<file path="config.mk">
export PLATFORM = sky130hd
export DESIGN_NAME = spi_arb
export DESIGN_NICKNAME = d
export VERILOG_FILES = /design/src/rtl/spi_arb.sv
export SDC_FILE = /design/constraint.sdc
export NUM_CORES = 1
export LEC_CHECK = 0
export ABC_CLOCK_PERIOD_IN_PS = 1700
export BUFFER_PORTS_ARGS = -buffer_cell sky130_fd_sc_hd__buf_2
export CAP_MARGIN = 20
export CELL_PAD_IN_SITES_DETAIL_PLACEMENT = 1
export CELL_PAD_IN_SITES_GLOBAL_PLACEMENT = 2
export CORE_UTILIZATION = 27
export CTS_CLUSTER_SIZE = 30
export DETAILED_ROUTE_END_ITERATION = 12
export GPL_TIMING_DRIVEN = 0
export PLACE_DENSITY = 0.83
export SLEW_MARGIN = 0
export SYNTH_ARGS = -nofsm -noshare
export SYNTH_HDL_FRONTEND = slang
export SYNTH_SLANG_ARGS = --single-unit
</file>
<file path="constraint.sdc">
create_clock -name clk -period 1.7 [get_ports clk]
set_input_delay 0.255 -clock clk [delete_from_list [all_inputs] [get_ports clk]]
set_output_delay 0.255 -clock clk [all_outputs]
set_load 0.005 [all_outputs]
</file>
<file path="src/rtl/spi_arb.sv">
// Two-requester arbiter in front of a single SPI master: picks an owner for each
// 16-bit transaction, launches it, and returns the response with done/err pulses.
module spi_arb #(
   parameter int STARVE_LIM = 3,
   parameter int TMO_CYC    = 4096
) (
   input  logic        clk,
   input  logic        rst_n,
   input  logic        inert_req,
   input  logic [15:0] inert_cmd,
   output logic        inert_gnt,
   output logic        inert_done,
   input  logic        a2d_req,
   input  logic [15:0] a2d_cmd,
   output logic        a2d_gnt,
   output logic        a2d_done,
   output logic [15:0] rd_data,
   output logic        err,
   output logic        sel,
   output logic        spi_wrt,
   output logic [15:0] spi_cmd,
   input  logic        spi_done,
   input  logic [15:0] spi_resp
);

   localparam int TW = (TMO_CYC > 1) ? $clog2(TMO_CYC) : 1;
   localparam int SW = (STARVE_LIM > 0) ? $clog2(STARVE_LIM + 1) : 1;
   localparam logic [TW-1:0] TMO_LAST   = TW'(TMO_CYC - 1);
   localparam logic [SW-1:0] STARVE_MAX = SW'(STARVE_LIM);

   typedef enum logic [1:0] {IDLE, LAUNCH, WAIT, RESP} state_t;

   state_t        state, state_n;
   logic [SW-1:0] starve_cnt, starve_n;
   logic [TW-1:0] tmo_cnt, tmo_n;
   logic          inert_gnt_n, a2d_gnt_n, sel_n, wrt_n;
   logic          inert_done_n, a2d_done_n, err_n;
   logic [15:0]   cmd_n, rd_n;
   logic          pick_a2d;

   // A2D wins only when it is alone or inertial has used up its consecutive-grant allowance.
   assign pick_a2d = a2d_req && (!inert_req || (starve_cnt == STARVE_MAX));

   always_comb begin
      // NOTE: every signal gets a default before the case so no path can infer a latch.
      state_n      = state;
      starve_n     = starve_cnt;
      tmo_n        = tmo_cnt;
      inert_gnt_n  = inert_gnt;
      a2d_gnt_n    = a2d_gnt;
      sel_n        = sel;
      cmd_n        = spi_cmd;
      rd_n         = rd_data;
      wrt_n        = 1'b0;
      inert_done_n = 1'b0;
      a2d_done_n   = 1'b0;
      err_n        = 1'b0;

      case (state)
         IDLE: begin
            if (inert_req || a2d_req) begin
               wrt_n   = 1'b1;
               state_n = LAUNCH;
               if (pick_a2d) begin
                  a2d_gnt_n = 1'b1;
                  sel_n     = 1'b1;
                  cmd_n     = a2d_cmd;
                  starve_n  = '0;
               end else begin
                  inert_gnt_n = 1'b1;
                  sel_n       = 1'b0;
                  cmd_n       = inert_cmd;
                  if (a2d_req && (starve_cnt != STARVE_MAX))
                     starve_n = starve_cnt + 1'b1;
               end
            end
         end

         LAUNCH: begin
            tmo_n   = '0;
            state_n = WAIT;
         end

         WAIT: begin
            tmo_n = tmo_cnt + 1'b1;
            // A completion on the last allowed cycle still counts as a clean finish.
            if (spi_done) begin
               rd_n         = spi_resp;
               inert_done_n = inert_gnt;
               a2d_done_n   = a2d_gnt;
               state_n      = RESP;
            end else if (tmo_cnt == TMO_LAST) begin
               inert_done_n = inert_gnt;
               a2d_done_n   = a2d_gnt;
               err_n        = 1'b1;
               state_n      = RESP;
            end
         end

         RESP: begin
            inert_gnt_n = 1'b0;
            a2d_gnt_n   = 1'b0;
            state_n     = IDLE;
         end

         default: state_n = IDLE;
      endcase
   end

   always_ff @(posedge clk or negedge rst_n) begin
      // NOTE: state uses non-blocking assignments so all registers update from pre-edge values.
      if (!rst_n) begin
         state      <= IDLE;
         starve_cnt <= '0;
         tmo_cnt    <= '0;
         inert_gnt  <= 1'b0;
         a2d_gnt    <= 1'b0;
         inert_done <= 1'b0;
         a2d_done   <= 1'b0;
         err        <= 1'b0;
         sel        <= 1'b0;
         spi_wrt    <= 1'b0;
         spi_cmd    <= '0;
         rd_data    <= '0;
      end else begin
         state      <= state_n;
         starve_cnt <= starve_n;
         tmo_cnt    <= tmo_n;
         inert_gnt  <= inert_gnt_n;
         a2d_gnt    <= a2d_gnt_n;
         inert_done <= inert_done_n;
         a2d_done   <= a2d_done_n;
         err        <= err_n;
         sel        <= sel_n;
         spi_wrt    <= wrt_n;
         spi_cmd    <= cmd_n;
         rd_data    <= rd_n;
      end
   end

endmodule

</file>
==> run_results.csv <==
group,metric,value,unit
cts,cts_root_buf,"clkbuf_8",
grt,first_global_vias,2087,
floorplan,die_h,98.3,µm
logic_synthesis,async_flop_share,100,%
critical_path,required,1.94,ns
sta,tightest_slew,0.599,ns
critical_path,crit_family,"flip-flops",
critical_path,critPathCapture,"state[1]$_DFFE_PN0P_",
placement,port_buffers,90,
sta,rsz0062_at_grt,"false",
logic_synthesis,synth_warnings,0,
layout,layout_commonest_cell,"buf_2",
placement,dpl.cell_count,419,
placement,place_hpwl,4430,µm
logic_synthesis,synth_edf_count,0,
floorplan,dieWidth,98.3,µm
floorplan,start_util,28.3,%
floorplan,die_area,9670,µm²
route,ant_nets,0,
critical_path,r2r_start,"tmo_cnt[0]$_DFFE_PN0P_",
outcome,status,"complete, but fails checks",
route,num_vias,1985,
sta,timing.final.crit_share,92.6,%
layout,num_antenna_cells,0,
power_and_ir_drop,p_seq_share,41.2,%
sta,report.final.slew_viol_count,0,
logic_synthesis,syn_inst,220,
logic_synthesis,syn_avg_cell_area,11.4,µm²
sta,max_freq,635,MHz
logic_synthesis,ys_types,39,
critical_path,worst-setup-path-type,"reg2reg",
cts,clkTransAtPathRegs,0.10,ns
critical_path,crit_path_top_delay_cell,"dfrtp_1",
logic_synthesis,synth_fp_nets,279,
layout,fin_nets,378,
power_and_ir_drop,combPwrFrac,41.1,%
placement,pre_cts_ws,-0.164,ns
power_and_ir_drop,pwr-share-clk,17.7,%
run,cap_violations,0,
sta,slew_headroom,60.1,%
worst_hold_path,min_path_type,"in2reg",
critical_path,end_kind,"flip-flop",
grt,antenna_found_initial,0,
critical_path,path_cells,"ha_1, and3_1, clkbuf_2, and4_4, o21ai_2, mux2i_1",
power_and_ir_drop,p_int,3230,µW
critical_path,path_max_fanout,7,
route,drc,11,
critical_path,crit_path_start_kind,"flip-flop",
logic_synthesis,ys_ff_latch,55,
critical_path,max_stage_delay,0.42,ns
critical_path,crit_start,"tmo_cnt[0]$_DFFE_PN0P_",
placement,gp_congestion,0.742,
sta,fin_skew,0.0129,ns
floorplan,pin_count,92,
grt,grt_max_degree,32,
power_and_ir_drop,ir_worst_vdd,0.422,mV
critical_path,reg2reg_slack,0.13,ns
route,vias_per_cell,4.64,
route,firstDrtPassIters,9,
logic_synthesis,syn_area,2510,µm²
route,drtIter0Drc,62,
floorplan,core_area,8850,µm²
cts,clk_latency,0.31,ns
route,wl,5700,µm
grt,grt-ovfl-total,0,
layout,fin_cells,428,
power_and_ir_drop,p_per_area,1520,nW/µm²
power_and_ir_drop,power_leakage,0.00172,µW
power_and_ir_drop,switchingPower,1750,µW
critical_path,rr_endpoint,"state[1]$_DFFE_PN0P_",
cts,cts_buffer_depth,2,
layout,drive_gt1_share,43.4,%
sta,fin_ws,0.125,ns
outcome,violations,"design-rule violations",
sta,setup_viol,0,
layout,area_growth,30.6,%
logic_synthesis,yosysSeqAreaShare,54.9,%
critical_path,reg2regPathDepth,6,
sta,min_period,1.57,ns
power_and_ir_drop,swShare,35.1,%
critical_path,crit_buf_inv,1,
sta,setup_tns,0,ns
critical_path,path_depth,6,
logic_synthesis,synth_flop_cell,"dfrtp_1",
layout,layout_common_cells,"buf_2 (93), dfrtp_1 (55), o21ai_0 (25)",
cts,h-tree-depth,2,
critical_path,arrival,1.82,ns
sta,final_hold_viol_count,0,
cts,numCtsBuffers,5,
cts,clkSinkCount,55,
floorplan,num_rows,34,
grt,grt_pass1_wl,9890,µm
route,routedWlPerCell,13.3,µm
grt,globalRouteTotalUtil,12.6,%
sta,fin_hold_ws,0.174,ns
cts,tritoncts,"done",
[area by class of cell]
type | count | area (µm²)
Clock inverter | 3 | 46.3
Sequential cell | 55 | 1380
Fill cell | 1016 | 5580
Timing Repair Buffer | 94 | 495
Buffer | 9 | 60.1
Multi-Input combinational cell | 147 | 1060
Clock buffer | 5 | 68.8
Inverter | 7 | 26.3
Tap cell | 108 | 135
[power by group through the flow]
stage,sequential (µW),combinational (µW),clock (µW)
after floorplan,2120,1070,0
after global placement,2060,1890,0
after detailed placement,2090,1950,0
after CTS,2060,1990,921
after global routing,2120,2330,967
final,2050,2040,881
[how the worst min path moves through the flow]
stage / start / endpoint / slack [ns] / depth (start not counted)
6_report: spi_resp[15] / rd_data[15]$_DFFE_PN0P_ / 0.17 / 2
2_1_floorplan: rst_n / a2d_done$_DFF_PN0_ / -0.04 / 0
5_1_grt: spi_resp[10] / rd_data[10]$_DFFE_PN0P_ / 0.16 / 2
4_1_cts: spi_resp[15] / rd_data[15]$_DFFE_PN0P_ / 0.17 / 2
3_3_place_gp: spi_cmd[11]$_DFFE_PN0P_ / spi_cmd[11]$_DFFE_PN0P_ / 0.46 / 2
3_5_place_dp: rst_n / tmo_cnt[7]$_DFFE_PN0P_ / 0.30 / 1
[metal layers]
metal	global-route usage (%)	vias up	share of wire [%]
met1	16.8	972	45
li1	-	951	-
met5	0	-	0
met4	2.76	0	0.93
met3	2.51	5	5.8
met2	21.2	57	48
[repair_timing]
item	in CTS	in global routing
pin swaps	0	2
hold buffers	1	0
setup endpoints to repair	21	41
resized for setup	4	8
hold endpoints to repair	24	0
buffers inserted	0	2
[stage by stage]
step           total power [µW]  cell area (µm²)  utilization (%)
5_1_grt                    5420             3270             37.0
6_report                   4980             3270             37.0
3_3_place_gp               3950             3090             34.9
2_1_floorplan              3190             2510                -
3_5_place_dp               4040             3110             35.2
4_1_cts                    4970             3230             36.6
[sequential cells by signal, summed over array words and instances (netlist names)]
register,flops
state,2
a2d_gnt,1
a2d_done,1
inert_gnt,1
inert_done,1
starve_cnt,2
spi_cmd,16
tmo_cnt,12
spi_wrt,1
err,1
rd_data,16
sel,1
[kinds of logic after synthesis]
group | synth area share [%]
muxes | 15.8
buffers and inverters | 3.69
DFF | 54.9
adders and majority gates | 3.00
xor gates and xnor gates | 1.75
AOI/OAI and AO/OA | 8.44
and+or+nand+nor | 12.4
[cells in the mapped netlist (2+ instances only)]
master    count  area (µm²)
dfrtp_1      55        1380
o21ai_0      25         125
nand2_1      24        90.1
mux2i_1      19         190
mux2_2       17         191
nor2_1       12        45.0
inv_1         7        26.3
ha_1          6        75.1
nand3_1       5        25.0
xor2_1        5        43.8
a21oi_1       4        20.0
buf_2         4        20.0
clkbuf_1      3        11.3
nand4_1       3        18.8
a22o_1        2        17.5
a31oi_1       2        12.5
and2_1        2        12.5
and3_1        2        12.5
buf_6         2        22.5
nand2b_1      2        12.5
Note: power is estimated with default switching activity, not from simulation.
